**config.mk**
```make
export PLATFORM = sky130hd
export DESIGN_NAME = sample_rle_stream_flat
export DESIGN_NICKNAME = d
export VERILOG_FILES = /design/src/rtl/sample_rle_stream_if.sv /design/src/rtl/sample_rle_stream.sv /design/src/flat_wrapper.sv
export SDC_FILE = /design/constraint.sdc
export NUM_CORES = 1
export LEC_CHECK = 0
export BUFFER_PORTS_ARGS = -buffer_cell sky130_fd_sc_hd__buf_2
export CAP_MARGIN = 20
export CELL_PAD_IN_SITES_DETAIL_PLACEMENT = 1
export CELL_PAD_IN_SITES_GLOBAL_PLACEMENT = 1
export CORE_UTILIZATION = 56
export DETAILED_ROUTE_END_ITERATION = 10
export GPL_ROUTABILITY_DRIVEN = 0
export MAX_ROUTING_LAYER = met4
export PLACE_DENSITY = 0.95
export SYNTH_ARGS = -nofsm -noshare
export SYNTH_HDL_FRONTEND = slang
export SYNTH_SLANG_ARGS = --single-unit
```
**constraint.sdc**
```tcl
create_clock -name clk -period 10.1 [get_ports clk]
set_clock_uncertainty 0.05 [all_clocks]
set_input_delay 1.515 -clock clk [delete_from_list [all_inputs] [get_ports clk]]
set_output_delay 1.515 -clock clk [all_outputs]
set_load 0.02 [all_outputs]
```
**src/rtl/sample_rle_stream_if.sv**
```systemverilog
// sample_rle_stream_if
// Sample-in / word-out bundle of the run-length compressor.
//   in_data/in_valid/in_ready          : sample stream towards the compressor
//   out_data/out_is_count/out_new_page : head word of the output FIFO
//   out_index/out_valid/out_ready      : sample index of the head word and handshake
// Modports:
//   slave  : the compressor's view (consumes samples, produces words)
//   master : the producer/consumer view around it
interface sample_rle_stream_if #(
  parameter int W     = 16,
  parameter int IDX_W = 40
);
  logic [W-1:0]     in_data;
  logic             in_valid;
  logic             in_ready;
  logic [W-1:0]     out_data;
  logic             out_is_count;
  logic             out_new_page;
  logic [IDX_W-1:0] out_index;
  logic             out_valid;
  logic             out_ready;

  modport slave (
    input  in_data, in_valid, out_ready,
    output in_ready, out_data, out_is_count, out_new_page, out_index, out_valid
  );

  modport master (
    output in_data, in_valid, out_ready,
    input  in_ready, out_data, out_is_count, out_new_page, out_index, out_valid
  );
endinterface

```
**src/rtl/sample_rle_stream.sv**
```systemverilog
// sample_rle_stream
// Run-length compressor for the logic-analyser capture path. Each accepted
// sample is either emitted as a literal or folded into a run count that
// means "n further copies of the preceding literal". Output words are tagged
// literal/count, carry the sample index they refer to, and mark the first
// word of every 2^PAGE_LOG2-word page. A small output FIFO provides real
// backpressure towards the packetiser.
// Ports:
//   clk    : clock
//   rst_n  : asynchronous active-low reset
//   clear  : synchronous restart (empties FIFO, zeroes index and page counter)
//   flush  : end-of-capture pulse, emits any pending run count
//   busy   : FIFO non-empty or a run/pending literal is in flight
//   bus    : sample input and word output streams (slave modport)
module sample_rle_stream #(
  parameter int W         = 16,
  parameter int CNT_W     = 16,
  parameter int PAGE_LOG2 = 15,
  parameter int IDX_W     = 40,
  parameter int DEPTH     = 4
) (
  input  logic               clk,
  input  logic               rst_n,
  input  logic               clear,
  input  logic               flush,
  output logic               busy,
  sample_rle_stream_if.slave bus
);

  localparam int PTR_W = $clog2(DEPTH);
  localparam int OCC_W = PTR_W + 1;
  localparam int ENT_W = 2 + IDX_W + W;

  // Value of the counter one below saturation (2^CNT_W - 2).
  localparam logic [CNT_W-1:0] CNT_PRE_SAT = ~CNT_W'(1);

  typedef enum logic [2:0] {
    S_INIT,
    S_SINGLE,
    S_RUN,
    S_RUN0,
    S_PENDING
  } state_t;

  // Compressor state
  state_t               state_reg;
  logic [W-1:0]         last_reg;
  logic [W-1:0]         held_data_reg;
  logic [IDX_W-1:0]     held_idx_reg;
  logic [IDX_W-1:0]     idx_reg;
  logic [IDX_W-1:0]     run_idx_reg;
  logic [CNT_W-1:0]     cnt_reg;
  logic [PAGE_LOG2-1:0] page_cnt_reg;
  logic                 page_start_reg;
  logic                 rst_done_reg;

  // Output FIFO: a registered head word plus a small body store behind it
  logic [ENT_W-1:0]     mem [DEPTH];
  logic [PTR_W-1:0]     wr_ptr_reg;
  logic [PTR_W-1:0]     rd_ptr_reg;
  logic [OCC_W-1:0]     body_cnt_reg;
  logic                 head_valid_reg;
  logic [ENT_W-1:0]     head_reg;

  logic [OCC_W-1:0]     occupancy;
  logic                 in_ready_int;
  logic                 accept;
  logic                 same;
  logic                 cnt_sat;

  logic                 push_en;
  logic                 push_is_count;
  logic [W-1:0]         push_data;
  logic [IDX_W-1:0]     push_idx;
  logic [ENT_W-1:0]     push_word;
  logic                 page_end;

  logic                 pop;
  logic                 head_load;
  logic                 body_wr;
  logic                 body_rd;

  assign occupancy = body_cnt_reg + OCC_W'(head_valid_reg);

  // Two free slots are required because a run broken by a new value pushes
  // the count now and the held literal on the following cycle.
  // rst_done_reg keeps the input closed until the first edge after reset.
  assign in_ready_int = rst_done_reg && !clear && !flush &&
                        (state_reg != S_PENDING) &&
                        (occupancy <= OCC_W'(DEPTH - 2));

  assign accept  = bus.in_valid && in_ready_int;
  assign same    = (bus.in_data == last_reg);
  assign cnt_sat = (cnt_reg == CNT_PRE_SAT);

  // Word produced this cycle (at most one per cycle)
  always_comb begin
    push_en       = 1'b0;
    push_is_count = 1'b0;
    push_data     = '0;
    push_idx      = '0;
    if (!clear) begin
      case (state_reg)
        S_INIT: begin
          if (accept) begin
            push_en   = 1'b1;
            push_data = bus.in_data;
            push_idx  = idx_reg;
          end
        end
        S_SINGLE, S_RUN0: begin
          if (accept && !same) begin
            push_en   = 1'b1;
            push_data = bus.in_data;
            push_idx  = idx_reg;
          end
        end
        S_RUN: begin
          if (flush || (accept && !same)) begin
            push_en                 = 1'b1;
            push_is_count           = 1'b1;
            push_data[CNT_W-1:0]    = cnt_reg;
            push_idx                = run_idx_reg;
          end else if (accept && cnt_sat) begin
            push_en                 = 1'b1;
            push_is_count           = 1'b1;
            push_data[CNT_W-1:0]    = '1;
            push_idx                = run_idx_reg;
          end
        end
        S_PENDING: begin
          // The held literal goes out whether or not flush is asserted.
          push_en   = 1'b1;
          push_data = held_data_reg;
          push_idx  = held_idx_reg;
        end
        default: ;
      endcase
    end
  end

  assign page_end  = push_en && (page_cnt_reg == '1);
  assign push_word = {push_is_count, page_start_reg, push_idx, push_data};

  // Compressor FSM
  always_ff @(posedge clk or negedge rst_n) begin
    if (!rst_n) begin
      state_reg      <= S_INIT;
      last_reg       <= '0;
      held_data_reg  <= '0;
      held_idx_reg   <= '0;
      idx_reg        <= '0;
      run_idx_reg    <= '0;
      cnt_reg        <= '0;
      page_cnt_reg   <= '0;
      page_start_reg <= 1'b1;
      rst_done_reg   <= 1'b0;
    end else begin
      rst_done_reg <= 1'b1;
      if (clear) begin
        state_reg      <= S_INIT;
        idx_reg        <= '0;
        cnt_reg        <= '0;
        page_cnt_reg   <= '0;
        page_start_reg <= 1'b1;
      end else begin
        if (push_en) begin
          page_cnt_reg   <= page_cnt_reg + PAGE_LOG2'(1);
          page_start_reg <= page_end;
        end
        if (accept) begin
          idx_reg  <= idx_reg + IDX_W'(1);
          last_reg <= bus.in_data;
        end
        if (flush) begin
          // RUN pushed its count and PENDING its literal above.
          state_reg <= S_INIT;
        end else begin
          case (state_reg)
            S_INIT: begin
              if (accept)
                state_reg <= page_end ? S_INIT : S_SINGLE;
            end
            S_SINGLE, S_RUN0: begin
              if (accept) begin
                if (same) begin
                  cnt_reg     <= CNT_W'(1);
                  run_idx_reg <= idx_reg;
                  state_reg   <= S_RUN;
                end else begin
                  state_reg   <= page_end ? S_INIT : S_SINGLE;
                end
              end
            end
            S_RUN: begin
              if (accept) begin
                if (!same) begin
                  held_data_reg <= bus.in_data;
                  held_idx_reg  <= idx_reg;
                  state_reg     <= S_PENDING;
                end else if (cnt_sat) begin
                  cnt_reg   <= '0;
                  state_reg <= page_end ? S_INIT : S_RUN0;
                end else begin
                  cnt_reg <= cnt_reg + CNT_W'(1);
                end
              end
            end
            S_PENDING: begin
              // page_start_reg set here means the count just closed a page and
              // this literal opened the next one; restart from INIT so the
              // next sample is never counted against a previous page.
              state_reg <= (page_start_reg || page_end) ? S_INIT : S_SINGLE;
            end
            default: state_reg <= S_INIT;
          endcase
        end
      end
    end
  end

  // Output FIFO
  assign pop       = head_valid_reg && bus.out_ready;
  assign head_load = !head_valid_reg || pop;
  assign body_rd   = head_load && (body_cnt_reg != '0);
  // A push bypasses the body only when the head is being refilled from empty.
  assign body_wr   = push_en && !(head_load && (body_cnt_reg == '0));

  always_ff @(posedge clk) begin
    if (body_wr)
      mem[wr_ptr_reg] <= push_word;
  end

  always_ff @(posedge clk or negedge rst_n) begin
    if (!rst_n) begin
      head_valid_reg <= 1'b0;
      head_reg       <= '0;
      wr_ptr_reg     <= '0;
      rd_ptr_reg     <= '0;
      body_cnt_reg   <= '0;
    end else if (clear) begin
      head_valid_reg <= 1'b0;
      wr_ptr_reg     <= '0;
      rd_ptr_reg     <= '0;
      body_cnt_reg   <= '0;
    end else begin
      if (head_load) begin
        if (body_rd) begin
          head_reg       <= mem[rd_ptr_reg];
          head_valid_reg <= 1'b1;
        end else if (push_en) begin
          head_reg       <= push_word;
          head_valid_reg <= 1'b1;
        end else begin
          head_valid_reg <= 1'b0;
        end
      end
      if (body_rd)
        rd_ptr_reg <= rd_ptr_reg + PTR_W'(1);
      if (body_wr)
        wr_ptr_reg <= wr_ptr_reg + PTR_W'(1);
      case ({body_wr, body_rd})
        2'b10:   body_cnt_reg <= body_cnt_reg + OCC_W'(1);
        2'b01:   body_cnt_reg <= body_cnt_reg - OCC_W'(1);
        default: ;
      endcase
    end
  end

  assign bus.in_ready = in_ready_int;
  assign bus.out_valid = head_valid_reg;
  assign {bus.out_is_count, bus.out_new_page, bus.out_index, bus.out_data} = head_reg;

  assign busy = head_valid_reg || (body_cnt_reg != '0) ||
                (state_reg == S_RUN) || (state_reg == S_RUN0) ||
                (state_reg == S_PENDING);

endmodule

```
**src/flat_wrapper.sv**
```systemverilog
// flat-port wrapper written by rule: the top's interface ports become plain ports
module sample_rle_stream_flat 
#(
  parameter int W         = 16,
  parameter int CNT_W     = 16,
  parameter int PAGE_LOG2 = 15,
  parameter int IDX_W     = 40,
  parameter int DEPTH     = 4
)
  (clk, rst_n, clear, flush, busy, bus_in_data, bus_in_valid, bus_out_ready, bus_in_ready, bus_out_data, bus_out_is_count, bus_out_new_page, bus_out_index, bus_out_valid);
  sample_rle_stream_if #(.W(W), .IDX_W(IDX_W)) bus_i ();
  input  logic clk;
  input  logic rst_n;
  input  logic clear;
  input  logic flush;
  output logic busy;
  input wire logic [$bits(bus_i.in_data)-1:0] bus_in_data;
  input wire logic [$bits(bus_i.in_valid)-1:0] bus_in_valid;
  input wire logic [$bits(bus_i.out_ready)-1:0] bus_out_ready;
  output wire logic [$bits(bus_i.in_ready)-1:0] bus_in_ready;
  output wire logic [$bits(bus_i.out_data)-1:0] bus_out_data;
  output wire logic [$bits(bus_i.out_is_count)-1:0] bus_out_is_count;
  output wire logic [$bits(bus_i.out_new_page)-1:0] bus_out_new_page;
  output wire logic [$bits(bus_i.out_index)-1:0] bus_out_index;
  output wire logic [$bits(bus_i.out_valid)-1:0] bus_out_valid;
  assign bus_i.in_data = bus_in_data;
  assign bus_i.in_valid = bus_in_valid;
  assign bus_i.out_ready = bus_out_ready;
  assign bus_in_ready = bus_i.in_ready;
  assign bus_out_data = bus_i.out_data;
  assign bus_out_is_count = bus_i.out_is_count;
  assign bus_out_new_page = bus_i.out_new_page;
  assign bus_out_index = bus_i.out_index;
  assign bus_out_valid = bus_i.out_valid;
  sample_rle_stream #(.W(W), .CNT_W(CNT_W), .PAGE_LOG2(PAGE_LOG2), .IDX_W(IDX_W), .DEPTH(DEPTH)) u_core (.clk(clk), .rst_n(rst_n), .clear(clear), .flush(flush), .busy(busy), .bus(bus_i));
endmodule
```
==> flow_summary_export.csv <==
group,metric,value,unit
global_routing,grt_start_max_net_pins,108,
clock_tree,h-tree-depth,2,
pwr,leakage,0.00935,uW
logic_synthesis,synth_cell_types,63,
clock_tree,clock_path_buffers,3,
setup_path,cp_max_fo,78,
setup_path,cp-start-kind,"input port",
sta,hold_viol,0,
cells_and_area,final_common_cell,"dfrtp_1",
outcome,run_status,"complete, no violations",
drt,drt_first_iter_violations,2066,
floorplanning,die_x,196,um
pwr,p_per_area,229,mW/mm^2
global_routing,antenna_found_initial,2,
sta,setup_ws,4820,ps
global_routing,grt_overflow,0,
sta,min_period,5280,ps
sta,relSlewSlack,24.3,%
drt,drt-total-wl,71400,um
setup_path,required,10390,ps
sta,rsz0062_at_grt,"false",
sta,setup_tns,0,ps
drt,first_pass_iters,7,
floorplanning,dieArea,0.0386,mm^2
sta,finalCritPeriodShare,52.3,%
logic_synthesis,ys.flop_type,"dfrtp_1",
clock_tree,cts_tree,"yes",
sta,max_freq,189,MHz
floorplanning,start_util,57.4,%
floorplanning,num_rows,70,
logic_synthesis,syn_nets,1579,
placed_design,placedCellCount,2058,
drt,wl_per_cell,33.1,um
placed_design,dp.final_hpwl,36900,um
clock_tree,cts_resized,0,
logic_synthesis,synth_edf_count,232,
setup_path,cp.arrival,5570,ps
clock_tree,cts_sinks,486,
logic_synthesis,synthSimpleGateAreaFrac,9.01,%
logic_synthesis,synthArstFlopShare,52.3,%
global_routing,grt_usage,39.1,%
cells_and_area,final_area,0.0238,mm^2
setup_path,crit_type,"input port to flip-flop",
floorplanning,die_h,196,um
cells_and_area,stdcell_count,2156,
cells_and_area,final_nets,1641,
pwr,power,5450,uW
setup_path,slowest_delay,780,ps
drt,dr_total_vias,15500,
cells_and_area,drive_above_1_share,24.0,%
clock_tree,clk_pin_slew_worst_paths,60,ps
setup_path,cp_common_cell,"buf_4",
clock_tree,cts_buffers,50,
clock_tree,hold_buffers,0,
logic_synthesis,synth_compound_area_share,7.73,%
logic_synthesis,ys_seq_area_share,62.9,%
drt,ant_nets,0,
sta,setup_viol,0,
drt,drc,0,
placed_design,port_buffers,82,
cells_and_area,regArea,0.0133,mm^2
logic_synthesis,synth_area,0.0212,mm^2
logic_synthesis,synth_fa_ha_area_share,0.686,%
cells_and_area,fillCellCount,3402,
cells_and_area,multiInputGateArea,0.00741,mm^2
worst_hold_path,worstHoldPathType,"flip-flop to flip-flop",
setup_path,crit_slowest_cell,"buf_4",
global_routing,grt_pass1_vias,16800,
sta,worst-slew-pin-transition,1130,ps
logic_synthesis,ys_ff_latch,486,
logic_synthesis,synth.avg_cell_area,13.7,um^2
floorplanning,coreArea,0.0369,mm^2
clock_tree,cts-root-buf,"clkbuf_16",
cells_and_area,largest_register_ffs,232,
clock_tree,clk_latency,610,ps
setup_path,worstPathCellList,"buf_2, buf_4, a211oi_1, and4_1, nand2_1, a2111oi_4, buf_4, a222oi_1, nor2_1",
clock_tree,post_cts_buffers,0,
logic_synthesis,synth_xor_area_share,2.65,%
setup_path,reg2reg_slack,5320,ps
logic_synthesis,netlist_instances,1546,
pwr,ir_worst_vdd,0.195,mV
logic_synthesis,synth_top_family_by_area,"multiplexers",
placed_design,place_ws,4590,ps
logic_synthesis,synthMuxAreaShare,14.7,%
placed_design,placed_area,0.0221,mm^2
job,max_cap_viol_count,0,
global_routing,grt_pass1_wl,107000,um
sta,slew_viol_final,0,
logic_synthesis,yosys_warnings,0,
drt,vias_per_cell,7.18,
cells_and_area,final_cell_mix,"dfrtp_1 (251), edfxtp_1 (232), nor2_1 (143)",
floorplanning,io_pins,83,
cells_and_area,area_growth,12.3,%
setup_path,endpoint_kind,"flip-flop",
cell type report:
cell class,instances,share of cell area (%)
Antenna cell,2,0.0210
Clock buffer,80,6.33
Clock inverter,14,0.695
Inverter,26,0.410
Multi-Input combinational cell,937,31.1
Sequential cell,486,56.1
Tap cell,504,2.65
Timing Repair Buffer,107,2.69
routing by layer:
| layer | vias to the layer above | GRT usage (%) | part of all wire, % |
|---|---|---|---|
| met1 | 7909 | 45.5 | 35 |
| met2 | 1258 | 63.4 | 50 |
| met3 | 403 | 7.44 | 8.9 |
| met4 | 0 | 23.6 | 6.8 |
| met5 | - | - | 0 |
| li1 | 5917 | - | - |
final timing paths:
path | cells past startpoint | end | startpoint
hold reg to reg | 1 | u_core.head_reg[26] | u_core.head_reg[26]
setup reg to reg | 9 | u_core.mem[1][43] | u_core.bus.out_valid
max in group asynchronous | 2 | u_core.head_reg[16] | rst_n
min in group asynchronous | 1 | u_core.page_cnt_reg[13] | rst_n
hold / removal | 1 | u_core.head_reg[26] | u_core.head_reg[26]
setup / recovery | 9 | u_core.mem[1][43] | clear
cells in the mapped netlist, types with 3 or more instances:
library cell,instances,area [um^2]
or3_1,20,125
and3_1,11,68.8
nand4_1,15,93.8
clkbuf_1,72,270
or4_1,3,22.5
nand2_1,126,473
edfxtp_1,232,6970
a21oi_1,30,150
mux2i_1,14,140
xor2_1,17,149
nand3_1,22,110
nor4_1,8,50.1
and4_1,7,61.3
mux2_1,9,101
dfrtp_1,253,6330
a221o_1,11,110
ha_1,10,125
a22oi_1,5,37.5
o2111ai_1,7,61.3
nor2_1,144,541
and2_1,16,100
o31ai_1,3,22.5
mux2_2,138,1550
nor2b_1,5,31.3
inv_1,26,97.6
nor3_1,16,80.1
mux4_2,58,1310
buf_2,11,55.1
nand2b_1,8,50.1
o21ai_0,82,410
a221oi_1,16,140
buf_1,11,41.3
xnor2_1,47,412
o21a_1,11,82.6
a2bb2oi_1,6,52.6
a21o_1,3,22.5
a222oi_1,40,400
power by group:
part / internal (uW) / switching (uW) / total, uW / leakage, uW
registers: 2190 / 151 / 2350 / 0.00562
clock network: 1100 / 829 / 1930 / 0.000816
logic: 456 / 723 / 1180 / 0.00291
critical path, delay by kind of cell:
kind            cells  cell delay [ps]
compound gates      3             1130
buf+inv             3             1260
simple gates        3             1550
kinds of logic after synthesis:
logic type	after synthesis
other	1
XOR/XNOR	64
AND/OR/NAND/NOR	413
adder cells (fa/ha/maj)	11
buffers and inverters	123
AO/OA/AOI/OAI	229
flip-flops	486
multiplexers	219
stage by stage:
stage                     utilization, %  hold slack (ps)
after floorplan                        -              417
after global placement              59.8              429
after detailed placement            59.9              438
after CTS                           64.4              460
after global routing                64.5              473
final                               64.5              459
Power figures use the tool's default switching activity.
